$ cat src/rtl/branch_redirect_ctrl.sv
// branch_redirect_ctrl
// Resolves EX-stage branches/jumps, raises a redirect to fetch on a
// misprediction and sequences the pipeline flush (IDLE -> REDIR -> DRAIN).
// Optional 2-bit saturating-counter direction predictor, compiled in only
// when the macro BRANCH_PREDICT_EN is defined; otherwise static not-taken.
module branch_redirect_ctrl #(
   parameter int BHT_ENTRIES = 16,
   parameter int XLEN        = 32
) (
   input  logic            clk,
   input  logic            rst,
   input  logic [XLEN-1:0] f_pc,
   output logic            f_pred_taken,
   input  logic            ex_valid,
   input  logic            ex_branch,
   input  logic            ex_jump,
   input  logic            ex_taken,
   input  logic            ex_pred_taken,
   input  logic [XLEN-1:0] ex_pc,
   input  logic [XLEN-1:0] ex_target,
   output logic            redir_valid,
   output logic [XLEN-1:0] redir_pc,
   input  logic            redir_ready,
   output logic            flush,
   output logic            stall
);

   typedef enum logic [1:0] {
      ST_IDLE  = 2'd0,
      ST_REDIR = 2'd1,
      ST_DRAIN = 2'd2
   } state_t;

   state_t          r_state;
   state_t          w_state_nxt;
   logic [XLEN-1:0] r_redir_pc;
   logic [XLEN-1:0] w_redir_target;
   logic            w_resolve;
   logic            w_actual;
   logic            w_mispredict;
   logic            w_load_pc;
   logic            w_flush;
   logic            w_stall;
   logic            w_redir_valid;

   // Resolution only counts while out of reset so flush stays low during rst.
   assign w_resolve      = rst & ex_valid & (ex_branch | ex_jump);
   // A jump is always taken; branch+jump together behaves as a jump.
   assign w_actual       = ex_jump | ex_taken;
   assign w_mispredict   = w_resolve & (w_actual != ex_pred_taken);
   assign w_redir_target = w_actual ? ex_target : (ex_pc + XLEN'(4));

   // State register: async reset abandons any pending redirect.
   always_ff @(posedge clk or negedge rst) begin
      if (!rst) begin
         r_state <= ST_IDLE;
      end else begin
         r_state <= w_state_nxt;
      end
   end

   // Next-state and control outputs; misprediction flush is same-cycle.
   always_comb begin
      w_state_nxt   = r_state;
      w_flush       = 1'b0;
      w_stall       = 1'b0;
      w_redir_valid = 1'b0;
      w_load_pc     = 1'b0;
      case (r_state)
         ST_IDLE: begin
            if (w_mispredict) begin
               w_flush     = 1'b1;
               w_load_pc   = 1'b1;
               w_state_nxt = ST_REDIR;
            end else begin
               w_state_nxt = ST_IDLE;
            end
         end
         ST_REDIR: begin
            w_redir_valid = 1'b1;
            w_flush       = 1'b1;
            w_stall       = 1'b1;
            if (redir_ready) begin
               w_state_nxt = ST_DRAIN;
            end else begin
               w_state_nxt = ST_REDIR;
            end
         end
         ST_DRAIN: begin
            w_flush     = 1'b1;
            w_state_nxt = ST_IDLE;
         end
         default: begin
            w_state_nxt = ST_IDLE;
         end
      endcase
   end

   // Redirect address capture; bit 0 cleared so JALR targets are aligned.
   always_ff @(posedge clk or negedge rst) begin
      if (!rst) begin
         r_redir_pc <= {XLEN{1'b0}};
      end else if (w_load_pc) begin
         r_redir_pc <= {w_redir_target[XLEN-1:1], 1'b0};
      end else begin
         r_redir_pc <= r_redir_pc;
      end
   end

   assign redir_pc    = r_redir_pc;
   assign redir_valid = w_redir_valid;
   assign flush       = w_flush;
   assign stall       = w_stall;

`ifdef BRANCH_PREDICT_EN
   localparam int IDX_W = $clog2(BHT_ENTRIES);

   // Saturating 2-bit counter step: up on taken, down on not-taken.
   function automatic logic [1:0] sat_step(input logic [1:0] cnt, input logic up);
      logic [1:0] res;
      res = cnt;
      if (up) begin
         if (cnt != 2'b11) begin
            res = cnt + 2'b01;
         end else begin
            res = cnt;
         end
      end else begin
         if (cnt != 2'b00) begin
            res = cnt - 2'b01;
         end else begin
            res = cnt;
         end
      end
      return res;
   endfunction

   logic [1:0]       r_bht [BHT_ENTRIES];
   logic [IDX_W-1:0] w_f_idx;
   logic [IDX_W-1:0] w_ex_idx;
   logic             w_bht_upd;
   logic             w_unused_f_pc;

   assign w_f_idx       = f_pc[IDX_W+1:2];
   assign w_ex_idx      = ex_pc[IDX_W+1:2];
   assign w_unused_f_pc = ^{f_pc[XLEN-1:IDX_W+2], f_pc[1:0]};
   // Only conditional branches resolved in IDLE train the table.
   assign w_bht_upd     = (r_state == ST_IDLE) & w_resolve & ex_branch & ~ex_jump;
   // Array read returns the pre-update value on a same-entry collision.
   assign f_pred_taken  = r_bht[w_f_idx][1];

   // Predictor table: weakly-not-taken after reset, trained on resolution.
   always_ff @(posedge clk or negedge rst) begin
      if (!rst) begin
         for (int i = 0; i < BHT_ENTRIES; i++) begin
            r_bht[i] <= 2'b01;
         end
      end else if (w_bht_upd) begin
         r_bht[w_ex_idx] <= sat_step(r_bht[w_ex_idx], ex_taken);
      end else begin
         r_bht[w_ex_idx] <= r_bht[w_ex_idx];
      end
   end
`else
   logic w_unused_f_pc;

   assign w_unused_f_pc = ^f_pc;
   // Static not-taken prediction.
   assign f_pred_taken  = 1'b0;
`endif

endmodule

$ cat config.mk
export PLATFORM = sky130hd
export DESIGN_NAME = branch_redirect_ctrl
export DESIGN_NICKNAME = d
export VERILOG_FILES = /design/src/rtl/branch_redirect_ctrl.sv
export SDC_FILE = /design/constraint.sdc
export NUM_CORES = 1
export LEC_CHECK = 0
export ABC_AREA = 1
export BUFFER_PORTS_ARGS = -buffer_cell sky130_fd_sc_hd__clkbuf_2
export CAP_MARGIN = 20
export CORE_MARGIN = 4
export CORE_UTILIZATION = 40
export DETAILED_ROUTE_END_ITERATION = 12
export PLACE_DENSITY = 0.83
export SETUP_SLACK_MARGIN = 0.2
export SYNTH_ARGS = -nofsm -noshare
export SYNTH_HDL_FRONTEND = slang
export SYNTH_SLANG_ARGS = --single-unit
$ cat constraint.sdc
create_clock -name clk -period 3 [get_ports clk]
set_input_delay 0.45 -clock clk [delete_from_list [all_inputs] [get_ports clk]]
set_output_delay 0.45 -clock clk [all_outputs]
set_load 0.02 [all_outputs]
==> flow_metrics.env <==
export IMPL_crit_fanout=22
export IMPL_ff2ff_path_depth=8
export IMPL_remaining_drc_errors=0
export IMPL_reg2reg_slack_ps=1430
export IMPL_ys_ff_latch=33
export IMPL_grt_ovfl_total=0
export IMPL_grt_pass1_vias=2731
export IMPL_register_area_um2=826
export IMPL_vias_per_cell=4.80
export IMPL_synth_avg_cell_area_um2=6.19
export IMPL_vias=2763
export IMPL_total_leakage_power_uw=0.00166
export IMPL_nFillCells=614
export IMPL_dieHeight_um=86.8
export IMPL_peakVddDrop_uv=253
export IMPL_path_clk_slew_ps=70
export IMPL_cts_buffer_depth=2
export IMPL_post_drt_wl_per_cell_um=12.5
export IMPL_numClockSinks=33
export IMPL_cp_end_kind="output pin"
export IMPL_routed_wl_met2_mm=3.50
export IMPL_numCtsBuffers=5
export IMPL_rsz0062_at_grt="false"
export IMPL_holdWs_ps=241
export IMPL_grt_antenna_before_repair=0
export IMPL_drtAntennaViolNets=0
export IMPL_synth_cell_types=24
export IMPL_status="completed"
export IMPL_rr_startpoint="r_state[0]$_DFF_PN0_"
export IMPL_initial_core_util=0.417
export IMPL_path_cells="inv_1, ha_1, nand3_1, nor2_1, nand2_2, inv_2, nor2_1, nor2_1, clkbuf_2"
export IMPL_wl_met3_um=496
export IMPL_fmax_mhz=444
export IMPL_final_nets=608
export IMPL_cp_start_kind="flop"
export IMPL_critPathSlowestCell="dfrtp_1"
export IMPL_slew_viol_final=0
export IMPL_setup_viol=0
export IMPL_gr_usage_all_layers=0.202
export IMPL_gp_congestion=0.856
export IMPL_worst_pin_slew_ps=522
export IMPL_io_pins=140
export IMPL_multi_input_area_mm2=0.00145
export IMPL_worst_ep_required_time_ps=2550
export IMPL_hpwl_mm=5.74
export IMPL_yosys_warnings=0
export IMPL_htree_levels=2
export IMPL_dr_pass1_iters=4
export IMPL_drt_iter0_drc=122
export IMPL_cp_slowest_stage_delay_ps=400
export IMPL_syn_to_final_growth_pct=26.5
export IMPL_cp_startpoint="r_state[0]$_DFF_PN0_"
export IMPL_ctsHoldBuffers=0
export IMPL_cts_resized=0
export IMPL_power_density_mw_per_mm2=527
export IMPL_routed_wl_mm=7.20
export IMPL_cts_tree="yes"
export IMPL_path_common_cell="nor2_1"
export IMPL_numPortBuffers=103
export IMPL_drive_above_1_share=0.265
export IMPL_synth_cells=401
export IMPL_synth_edf_count=0
export IMPL_drv_cap=0
export IMPL_critical_path_endpoint="flush"
export IMPL_async_flop_share=1.00
export IMPL_clk_latency_ps=290
export IMPL_row_count=28
export IMPL_wirelength_met1_mm=3.13
export IMPL_root_buffer="clkbuf_8"
export IMPL_grt_pass1_wl_mm=12.1
export IMPL_final_setup_skew_ps=3.84
export IMPL_timing_hold_violations_final=0
export IMPL_top_layer="met4"
export IMPL_finalCritPeriodShare=0.750
export IMPL_grt_max_degree=48
export IMPL_slew_headroom=0.651
export IMPL_seq_area_frac_synth=0.332
export IMPL_period_minus_slack_ps=2250
export IMPL_die_w_um=86.8
export IMPL_synthFlopType="dfrtp_1"
export IMPL_reg2reg_to="redir_pc[17]$_DFFE_PN0P_"
export IMPL_diodes=0
export IMPL_setup_tns_ps=0
export IMPL_core_mm2=0.00596
export IMPL_holdCritPathClass="in2async"
export IMPL_path_class="reg2out"
export IMPL_postCtsSetupRepairBufs=0
export IMPL_synth_area_mm2=0.00248
export IMPL_die_area_mm2=0.00753
export IMPL_arrival_ps=1800
## state kept, by name, summed over array words and instances (netlist names)
signal,cells
redir_pc,31
r_state,2
## cell usage after synthesis, types with 2 or more instances
cell	number	area [um^2]
xnor2_1	5	43.8
inv_1	33	124
and2_1	2	12.5
a31oi_1	4	25.0
o21ai_0	10	50.1
nor2_1	75	282
a21oi_1	21	105
o211ai_1	3	22.5
dfrtp_1	33	826
nor2_4	4	45.0
buf_2	10	50.1
nand2_2	3	18.8
buf_4	4	30.0
nand3_1	38	190
inv_2	2	7.51
nor2_2	8	50.1
ha_1	4	50.1
nand2_1	136	510
## worst min-delay path by stage
stage / start / to / cells past startpoint
2_1_floorplan: rst / r_state[0]$_DFF_PN0_ / 0
3_3_place_gp: redir_pc[22]$_DFFE_PN0P_ / redir_pc[22]$_DFFE_PN0P_ / 2
3_5_place_dp: redir_pc[24]$_DFFE_PN0P_ / redir_pc[24]$_DFFE_PN0P_ / 2
4_1_cts: rst / redir_pc[15]$_DFFE_PN0P_ / 2
5_1_grt: rst / redir_pc[30]$_DFFE_PN0P_ / 2
6_report: rst / redir_pc[27]$_DFFE_PN0P_ / 2
## metal layers
| metal | GRT usage | up-vias |
|---|---|---|
| met4 | 0.0567 | 0 |
| met2 | 0.351 | 83 |
| met1 | 0.245 | 1226 |
| li1 | - | 1448 |
| met5 | 0 | - |
| met3 | 0.0542 | 6 |
## worst max-delay path: cells and delay by family, from the launching register on
kind          cells  cell delay [ps]
buf+inv           3              520
flops             1              400
simple gates      5              440
fa+ha+maj         1              150
## layout by cell type, fill, tap and decap left out, drive strengths merged
master  synthesis  final
or2             1      1
clkbuf          1    110
inv            35     35
nand2         140    140
o21ai          10     10
conb            1      2
xnor2           5      5
o211ai          3      3
nand3b          1      1
a21oi          21     21
nand3          38     38
ha              4      4
xor2            1      1
buf            14      3
a31oi           4      4
nor2           87     87
clkinv          0      1
dfrtp          33     33
and2            2      2
## where the power goes
group / switching (uW) / internal [uW] / total, uW
combinational: 406 / 220 / 626
sequential: 73.8 / 579 / 653
clock: 169 / 208 / 377
## stage by stage
stage                     utilization  total power (uW)  cells  cell area [um^2]  setup WS, ps
after floorplan                     -              1040    402              2490          1140
after global placement          0.511              1270    568              3040          1010
after detailed placement        0.511              1290    568              3040           983
after CTS                       0.528              1680    576              3140           714
after global routing            0.528              1770    576              3140           566
final                           0.528              1660    576              3140           750
## final cells by class
class                      count  share of cell area
multi-input combinational    319               0.462
sequential                    33               0.263
timing repair buffer         106               0.171
inverter                      35              0.0418
clock buffer                   7              0.0307
tap                           75              0.0299
clock inverter                 1             0.00159
## cell families (layout without fill, tap and decap cells)
logic type,count (synthesis),after routing,synth area share
DFF,33,33,0.332
and+or+nand+nor,269,269,0.456
adders and majority gates,4,4,0.0202
buffers and inverters,50,149,0.0867
other,1,2,0.00151
AOI/OAI and AO/OA,38,38,0.0816
xor gates and xnor gates,6,6,0.0212
(Power assumes the default switching activity.)
